==> src/rtl/uart_tx_fifo.sv <==
// uart_tx_fifo: buffered UART transmitter with a word FIFO.
// Configurable data width, parity and stop bits; baud by clock enable.
module uart_tx_fifo #(
    parameter int CLKS_PER_BIT = 434,
    parameter int DATA_BITS    = 8,
    parameter int PARITY       = 0,
    parameter int STOP_BITS    = 1,
    parameter int FIFO_DEPTH   = 4
) (
    input  logic                          clk,
    input  logic                          rst_n,
    input  logic [DATA_BITS-1:0]          data,
    input  logic                          valid,
    output logic                          ready,
    output logic                          TxD,
    output logic                          busy,
    output logic [$clog2(FIFO_DEPTH):0]   fifo_count
);

    localparam int AW   = $clog2(FIFO_DEPTH);
    localparam int CNTW = AW + 1;
    localparam int CW   = $clog2(CLKS_PER_BIT);
    localparam int BW   = $clog2(DATA_BITS);

    localparam logic [CW-1:0]   BAUD_LAST = CW'(CLKS_PER_BIT - 1);
    localparam logic [BW-1:0]   DATA_LAST = BW'(DATA_BITS - 1);
    localparam logic            STOP_LAST = 1'(STOP_BITS - 1);
    localparam logic [CNTW-1:0] FULL_CNT  = CNTW'(FIFO_DEPTH);
    localparam logic            ODD       = (PARITY == 1);
    localparam logic            HAS_PAR   = (PARITY != 0);

    typedef enum logic [2:0] {
        S_IDLE,
        S_START,
        S_DATA,
        S_PARITY,
        S_STOP
    } state_t;

    state_t              state_q, state_d;
    logic [DATA_BITS-1:0] mem_q [FIFO_DEPTH];
    logic [AW-1:0]       wr_ptr_q, wr_ptr_d;
    logic [AW-1:0]       rd_ptr_q, rd_ptr_d;
    logic [CNTW-1:0]     count_q, count_d;
    logic [CW-1:0]       baud_q, baud_d;
    logic [BW-1:0]       bit_q, bit_d;
    logic                stop_q, stop_d;
    logic [DATA_BITS-1:0] shift_q, shift_d;
    logic                par_q, par_d;
    logic                txd_q, txd_d;
    logic                full, empty, push, pop, tick;

    // FIFO bookkeeping, frame sequencing and next line level
    always_comb begin
        full     = (count_q == FULL_CNT);
        empty    = (count_q == '0);
        push     = valid && !full;
        tick     = (baud_q == BAUD_LAST);
        pop      = 1'b0;
        state_d  = state_q;
        baud_d   = tick ? '0 : baud_q + CW'(1);
        bit_d    = bit_q;
        stop_d   = stop_q;
        shift_d  = shift_q;
        par_d    = par_q;

        unique case (state_q)
            S_IDLE: begin
                baud_d = '0;
                if (!empty) begin
                    pop     = 1'b1;
                    state_d = S_START;
                end
            end
            S_START: begin
                if (tick) begin
                    state_d = S_DATA;
                    bit_d   = '0;
                end
            end
            S_DATA: begin
                if (tick) begin
                    shift_d = shift_q >> 1;
                    if (bit_q == DATA_LAST) begin
                        state_d = HAS_PAR ? S_PARITY : S_STOP;
                        stop_d  = 1'b0;
                    end else begin
                        bit_d = bit_q + BW'(1);
                    end
                end
            end
            S_PARITY: begin
                if (tick) begin
                    state_d = S_STOP;
                    stop_d  = 1'b0;
                end
            end
            S_STOP: begin
                if (tick) begin
                    if (stop_q == STOP_LAST) begin
                        if (!empty) begin
                            pop     = 1'b1;
                            state_d = S_START;
                        end else begin
                            state_d = S_IDLE;
                        end
                    end else begin
                        stop_d = stop_q + 1'b1;
                    end
                end
            end
            default: state_d = S_IDLE;
        endcase

        // A pop loads the head word and restarts bit timing
        if (pop) begin
            shift_d = mem_q[rd_ptr_q];
            par_d   = ^mem_q[rd_ptr_q];
            baud_d  = '0;
        end

        wr_ptr_d = push ? wr_ptr_q + AW'(1) : wr_ptr_q;
        rd_ptr_d = pop  ? rd_ptr_q + AW'(1) : rd_ptr_q;
        count_d  = count_q;
        if (push && !pop) begin
            count_d = count_q + CNTW'(1);
        end else if (pop && !push) begin
            count_d = count_q - CNTW'(1);
        end

        unique case (state_d)
            S_START:  txd_d = 1'b0;
            S_DATA:   txd_d = shift_d[0];
            S_PARITY: txd_d = par_d ^ ODD;
            default:  txd_d = 1'b1;
        endcase
    end

    // Word storage; contents are only meaningful below count_q
    always_ff @(posedge clk or negedge rst_n) begin
        if (!rst_n) begin
            for (int i = 0; i < FIFO_DEPTH; i++) begin
                mem_q[i] <= '0;
            end
        end else if (push) begin
            mem_q[wr_ptr_q] <= data;
        end
    end

    // State registers; reset abandons any frame and idles the line
    always_ff @(posedge clk or negedge rst_n) begin
        if (!rst_n) begin
            state_q  <= S_IDLE;
            wr_ptr_q <= '0;
            rd_ptr_q <= '0;
            count_q  <= '0;
            baud_q   <= '0;
            bit_q    <= '0;
            stop_q   <= 1'b0;
            shift_q  <= '0;
            par_q    <= 1'b0;
            txd_q    <= 1'b1;
        end else begin
            state_q  <= state_d;
            wr_ptr_q <= wr_ptr_d;
            rd_ptr_q <= rd_ptr_d;
            count_q  <= count_d;
            baud_q   <= baud_d;
            bit_q    <= bit_d;
            stop_q   <= stop_d;
            shift_q  <= shift_d;
            par_q    <= par_d;
            txd_q    <= txd_d;
        end
    end

    assign ready      = !full;
    assign TxD        = txd_q;
    assign busy       = (state_q != S_IDLE) || (count_q != '0);
    assign fifo_count = count_q;

endmodule

==> config.mk <==
export PLATFORM = sky130hd
export DESIGN_NAME = uart_tx_fifo
export DESIGN_NICKNAME = d
export VERILOG_FILES = /design/src/rtl/uart_tx_fifo.sv
export SDC_FILE = /design/constraint.sdc
export NUM_CORES = 1
export LEC_CHECK = 0
export ABC_AREA = 1
export BUFFER_PORTS_ARGS = -buffer_cell sky130_fd_sc_hd__buf_2
export CORE_MARGIN = 2
export CORE_UTILIZATION = 25
export DETAILED_ROUTE_END_ITERATION = 16
export GPL_TIMING_DRIVEN = 0
export PLACE_DENSITY = 0.42
export SETUP_SLACK_MARGIN = 0.4
export SLEW_MARGIN = 20
export SYNTH_ARGS = -nofsm -noshare
export SYNTH_HDL_FRONTEND = slang
export SYNTH_SLANG_ARGS = --single-unit
==> constraint.sdc <==
create_clock -name clk -period 3.8 [get_ports clk]
set_input_delay 0.76 -clock clk [delete_from_list [all_inputs] [get_ports clk]]
set_output_delay 0.76 -clock clk [all_outputs]
set_load 0.01 [all_outputs]
== After elaboration in Yosys (flattened, before gate mapping) ==
Index checks and enable logic that the tools add are counted.
Word-level totals
  register bits after elaboration: 65
  bits of input ports: 11
  output and inout port bits: 6
  word-level logic and storage cells: 103
Cells by class
  add/sub/neg operators: 7
  $lt $le $gt $ge: 3
  equal/unequal tests: 16
  mux-type cells: 39
  bitwise logic cells: 2
  reductions and logical operators: 21
Operator list (count)
  two-way mux 8 bit: 6
  two-way mux 3 bit: 12
  bitwise mux 32 bit: 1
  two-way mux 9 bit: 3
  binary-select mux 8 bit (select 2 bit): 1
  demux 8 bit (select 2 bit): 1
  one-hot mux 3 bit (5 select lines): 1
  == test 3 x 2 -> 1 bit, second input constant: 4
  != test 2 bit, second input constant: 6
  two-way mux 1 bit: 10
  adder 9 x 1 -> 9 bit, second input constant: 1
  == test 3 bit, second input constant: 3
  == test 9 bit, second input constant: 1
  nonzero test 3 bit: 3
  nonzero test 2 bit: 4
  XOR reduction 8 bit: 1
  adder 3 x 1 -> 3 bit, second input constant: 2
  == test 3 x 1 -> 1 bit, second input constant: 2
  greater-or-equal comparator 3 bit, second input constant: 2
  logical NOT 3 bit: 2
  NOT 2 -> 3 bit: 2
  one-hot mux 1 bit (3 select lines): 2
  one-hot mux 3 bit (2 select lines): 1
  AND reduction 5 bit: 1
  other kinds (10): 16

== Depth between registers and ports, before layout ==
  word-level depth: 8
  mapped depth: 16
  mapped depth without buffers: 14

== Least setup slack after synthesis ==
No wires, ideal clock.
  path kind: reg2reg
  start: reg baud_q[6]
  end: reg count_q[1], in the netlist fifo_count[1]
  setup time: 125 ps
  data arrival time: 2004 ps
  required time: 3675 ps
  slack: 1671 ps
  cell stages (with the launch flop): 10
  path buffers: 1
  period minus slack after synthesis: 2129 ps
  cell sequence: dfrtp_1 > nor3_4 > nand4_2 > nand2_2 > nand2_4 > buf_6 > ha_1 > inv_1 > fa_1 > mux2_2
On the way
  longest elaborated chain between the ends: 6
  elaborated cells on any way between the ends: 8
  those cells by class: eq/ne (1); mux (3); reduce/logical (4)
Ends and longest elaborated chain
  start, declared: line 45  | logic [CW-1:0] baud_q, baud_d;
  start signal, assigned: line 168  | baud_q <= baud_d;
  == test 9 bit: line 58  | tick = (baud_q == BAUD_LAST);
  two-way mux 1 bit: line 99  | if (tick) begin
  one-hot mux 1 bit (2 select lines): line 67  | unique case (state_q)
  logical NOT 1 bit: line 125  | if (push && !pop) begin
  logical AND 1 bit: line 125
  two-way mux 3 bit: line 125
  via count_d[1]: line 44  | logic [CNTW-1:0] count_q, count_d;
  end signal, assigned: line 167  | count_q <= count_d;
  end, declared: line 44
The timed path passes the listed nets, and every way through them passes these cells.
A chain may end at the register's enable or synchronous reset.

== Worst setup path after layout ==
  start: reg count_q[0], in the netlist fifo_count[0]
  end: reg count_q[2], in the netlist fifo_count[2]
On the way
  longest elaborated chain between the ends: 8
  elaborated cells on any way between the ends: 17
  those cells by class: add/sub (2); eq/ne (1); mux (6); reduce/logical (8)
Ends and longest elaborated chain
  logical NOT 3 bit: line 56  | empty = (count_q == '0);
  two-way mux 1 bit: line 70, 101
  two-way mux 1 bit: line 100  | if (stop_q == STOP_LAST) begin
  two-way mux 1 bit: line 99
  one-hot mux 1 bit (2 select lines): line 67
  logical NOT 1 bit: line 125
  logical AND 1 bit: line 125
  two-way mux 3 bit / nonzero test 2 bit (equally long branches)
Parallel ways exist; a longest one is shown, timed or not. The select of a mux whose other input is x is not followed.

==> metrics <==
grt total ovfl=0; Ys Warns=0; die area=0.0144 mm²; Net Switching=a little under 0.9 mW; CP arrival=2.55 ns; Post-DRT Antenna Nets=0; Worst Setup Start Kind=register; Yosys cell types=between 40 and 50; via count=2,745; Ant. Diodes=0; CTS Sinks=64; vias in the first global route=~2,800; gr usage total=between 10% and 20%; status=complete, no violations; Num CTS Buffers=9; PortBufs=16; PostCTS Resize Cnt=0; Final Cycle Share=61.4%; Placed Instances=613; Clock Latency Late Sink=between 0.3 and 0.4 ns; Pint=between 1.5 and 2 mW; Hold Vio Cnt, Final=0; Core Rows=42; Routed WL per cell=about 13 µm; Reg2Reg Setup Slack=roughly 1.5 ns; Final Max Slew Viols=0; area growth from synthesis to layout=17.7%; Top-Level Pins=17; Setup Fix Bufs, Post-CTS=0; first-pass GRT wire length=14,000 µm; Worst R2R End=fifo_count[2]; Clk pin slew, worst setup/hold paths=roughly 0.050 ns; unrepaired setup endpoints after global routing=no; max-cap violation count=0; clock share of power=30.2%; R2R depth=10; clk_skew=0.00456 ns; layout cell share with drive strength beyond 1=13.0%; Core ar.=0.0132 mm²; final cell count without fillers=629; LEAKAGE=1.99 nW; combinational fraction of design power=29.4%; flop and latch count out of synthesis=64; Hold Path Class=input port to async pin; DRT Pass-1 Iters=4; Switching Share=a little over a third; Crit Path Max Fanout=10; Hold Slack=around 0.27 ns; cts hold-fix bufs=0; Layout Nets=469; Mapped Cells=420; worst slew pin tran=approximately 0.56 ns; Vias per Instance=approximately 4.4; die height=~120 µm; final setup vio count=0; Longest Clk Path Bufs=2; routability-driven placement congestion ratio=between 0.7 and 0.8; Max VDD drop=0.000220 V; crit path kind=register to register; largest net degree at the start of global routing=54; Worst R2R Start=fifo_count[0]; Synth Area per Inst=8.02 µm²; Starting DRT DRC Count=136; most common cell after layout, fill and taps aside=nand2_1; Power per Cell Area=approximately 620 mW/mm²; CTS root buf=clkbuf_16; setup TNS=0 ns; DIE WIDTH=approximately 120 µm; Final min period=2.34 ns; DRC Markers=0; initial core utilization=25.5%; Seq pwr share=roughly two fifths; achievable clock frequency=428 MHz; Mapped Nets=between 400 and 500; Post-Syn Area=0.00337 mm²; Worst Path Required=roughly 4.0 ns; initial antenna violation count=0; max_slew headroom=62.4%; leading cell types in the layout, fill and taps excluded=163 x nand2_1, 63 x dfrtp_1, 38 x o21ai_0; CTS tree=done; Post-Route WL=8050 µm; crit end category=register; post-synthesis sequential area ratio=between 40% and 50%; number of fill cells in the layout=between 1,000 and 1,500; DP Wirelength=roughly 5700 µm; # H-tree levels=3
-- through the flow --
stage	area [µm²]	total power [mW]	utilization, %	setup WS, ns
after detailed placement	3700	1.73	28.0	1.44
after global placement	3670	1.71	27.8	1.46
final	3970	2.45	30.1	1.46
after floorplan	3370	1.50	-	1.67
after CTS	3970	2.49	30.1	1.43
after global routing	3970	2.67	30.1	1.23
-- how the worst max path moves through the flow --
stage,start,endpoint,slack [ns],cells past startpoint
detailed placement,fifo_count[0],fifo_count[2],1.44,10
CTS,fifo_count[0],fifo_count[2],1.43,10
global placement,fifo_count[0],fifo_count[2],1.46,10
floorplan,baud_q[6],fifo_count[1],1.67,9
global route,fifo_count[0],fifo_count[2],1.23,10
finish,fifo_count[0],fifo_count[2],1.46,10
-- worst max-delay path, cell delays in order (launching register included) --
cell	delay, ns
dfrtp_1	0.44
nor3_1	0.41
nor2_1	0.13
nand2_4	0.13
buf_6	0.15
ha_1	0.14
inv_1	0.06
fa_1	0.37
a21oi_1	0.14
o21ai_0	0.11
xnor2_1	0.13
-- routing by layer --
layer / track usage [%] / up-vias / share of wire [%]
met5: 0 / - / 0
met4: 4.56 / 0 / 1.5
met3: 3.37 / 11 / 3.1
met2: 19.1 / 34 / 44
met1: 17.0 / 1297 / 51
li1: - / 1403 / -
-- power groups by stage --
stage               combinational [mW]  sequential, mW  clock [mW]
global route                     0.855            1.02       0.800
finish                           0.723           0.990       0.742
detailed placement               0.728           0.999           0
CTS                              0.731           0.989       0.774
global placement                 0.711           0.999           0
floorplan                        0.520           0.976           0
-- sequential cells by signal (all words and copies together) (netlist names), 2 cells and up --
signal	cells
fifo_count	3
state_q	3
shift_q	8
mem_q	32
bit_q	3
baud_q	9
wr_ptr_q	2
rd_ptr_q	2
-- cell usage after synthesis, drive strengths merged --
library cell  instances  area [µm²]
xor2                  3        26.3
nor3                  5        41.3
buf                   7        62.6
dfrtp                63        1580
o221ai                7        61.3
xnor2                 4        35.0
nor2                 26         115
ha                    9         113
nor3b                 1        7.51
or2                   2        12.5
o211ai                1        7.51
a32o                  2        20.0
nand4                 2        33.8
and2                  1        6.26
o22ai                 1        6.26
clkbuf                4        15.0
o21ai                40         204
mux2                  1        11.3
dfstp                 1        26.3
a21oi                 3        15.0
inv                  38         148
nand3                27         135
fa                    1        20.0
clkinv                2        12.5
o32ai                 1        8.76
nand2               168         648
-- area by class of cell --
class / count / area (µm²) / share of cell area [%]
Sequential cell: 64 / 1600 / 40.4
Multi-Input combinational cell: 305 / 1530 / 38.5
Inverter: 40 / 160 / 4.04
Timing Repair Buffer: 17 / 110 / 2.78
Buffer: 11 / 77.6 / 1.96
Tap cell: 176 / 220 / 5.55
Clock buffer: 12 / 246 / 6.22
Clock inverter: 4 / 20.0 / 0.505
-- kinds of logic (layout without fill, tap and decap cells) --
| logic type | count (synthesis) | count (layout) | synth area share [%] |
|---|---|---|---|
| and+or+nand+nor | 232 | 232 | 29.7 |
| DFF | 64 | 64 | 47.6 |
| AOI/OAI and AO/OA | 55 | 55 | 9.58 |
| adders and majority gates | 10 | 10 | 3.94 |
| muxes | 1 | 1 | 0.334 |
| xor gates and xnor gates | 7 | 7 | 1.82 |
| buffers and inverters | 51 | 84 | 7.06 |
Note: power is estimated with default switching activity, not from simulation.
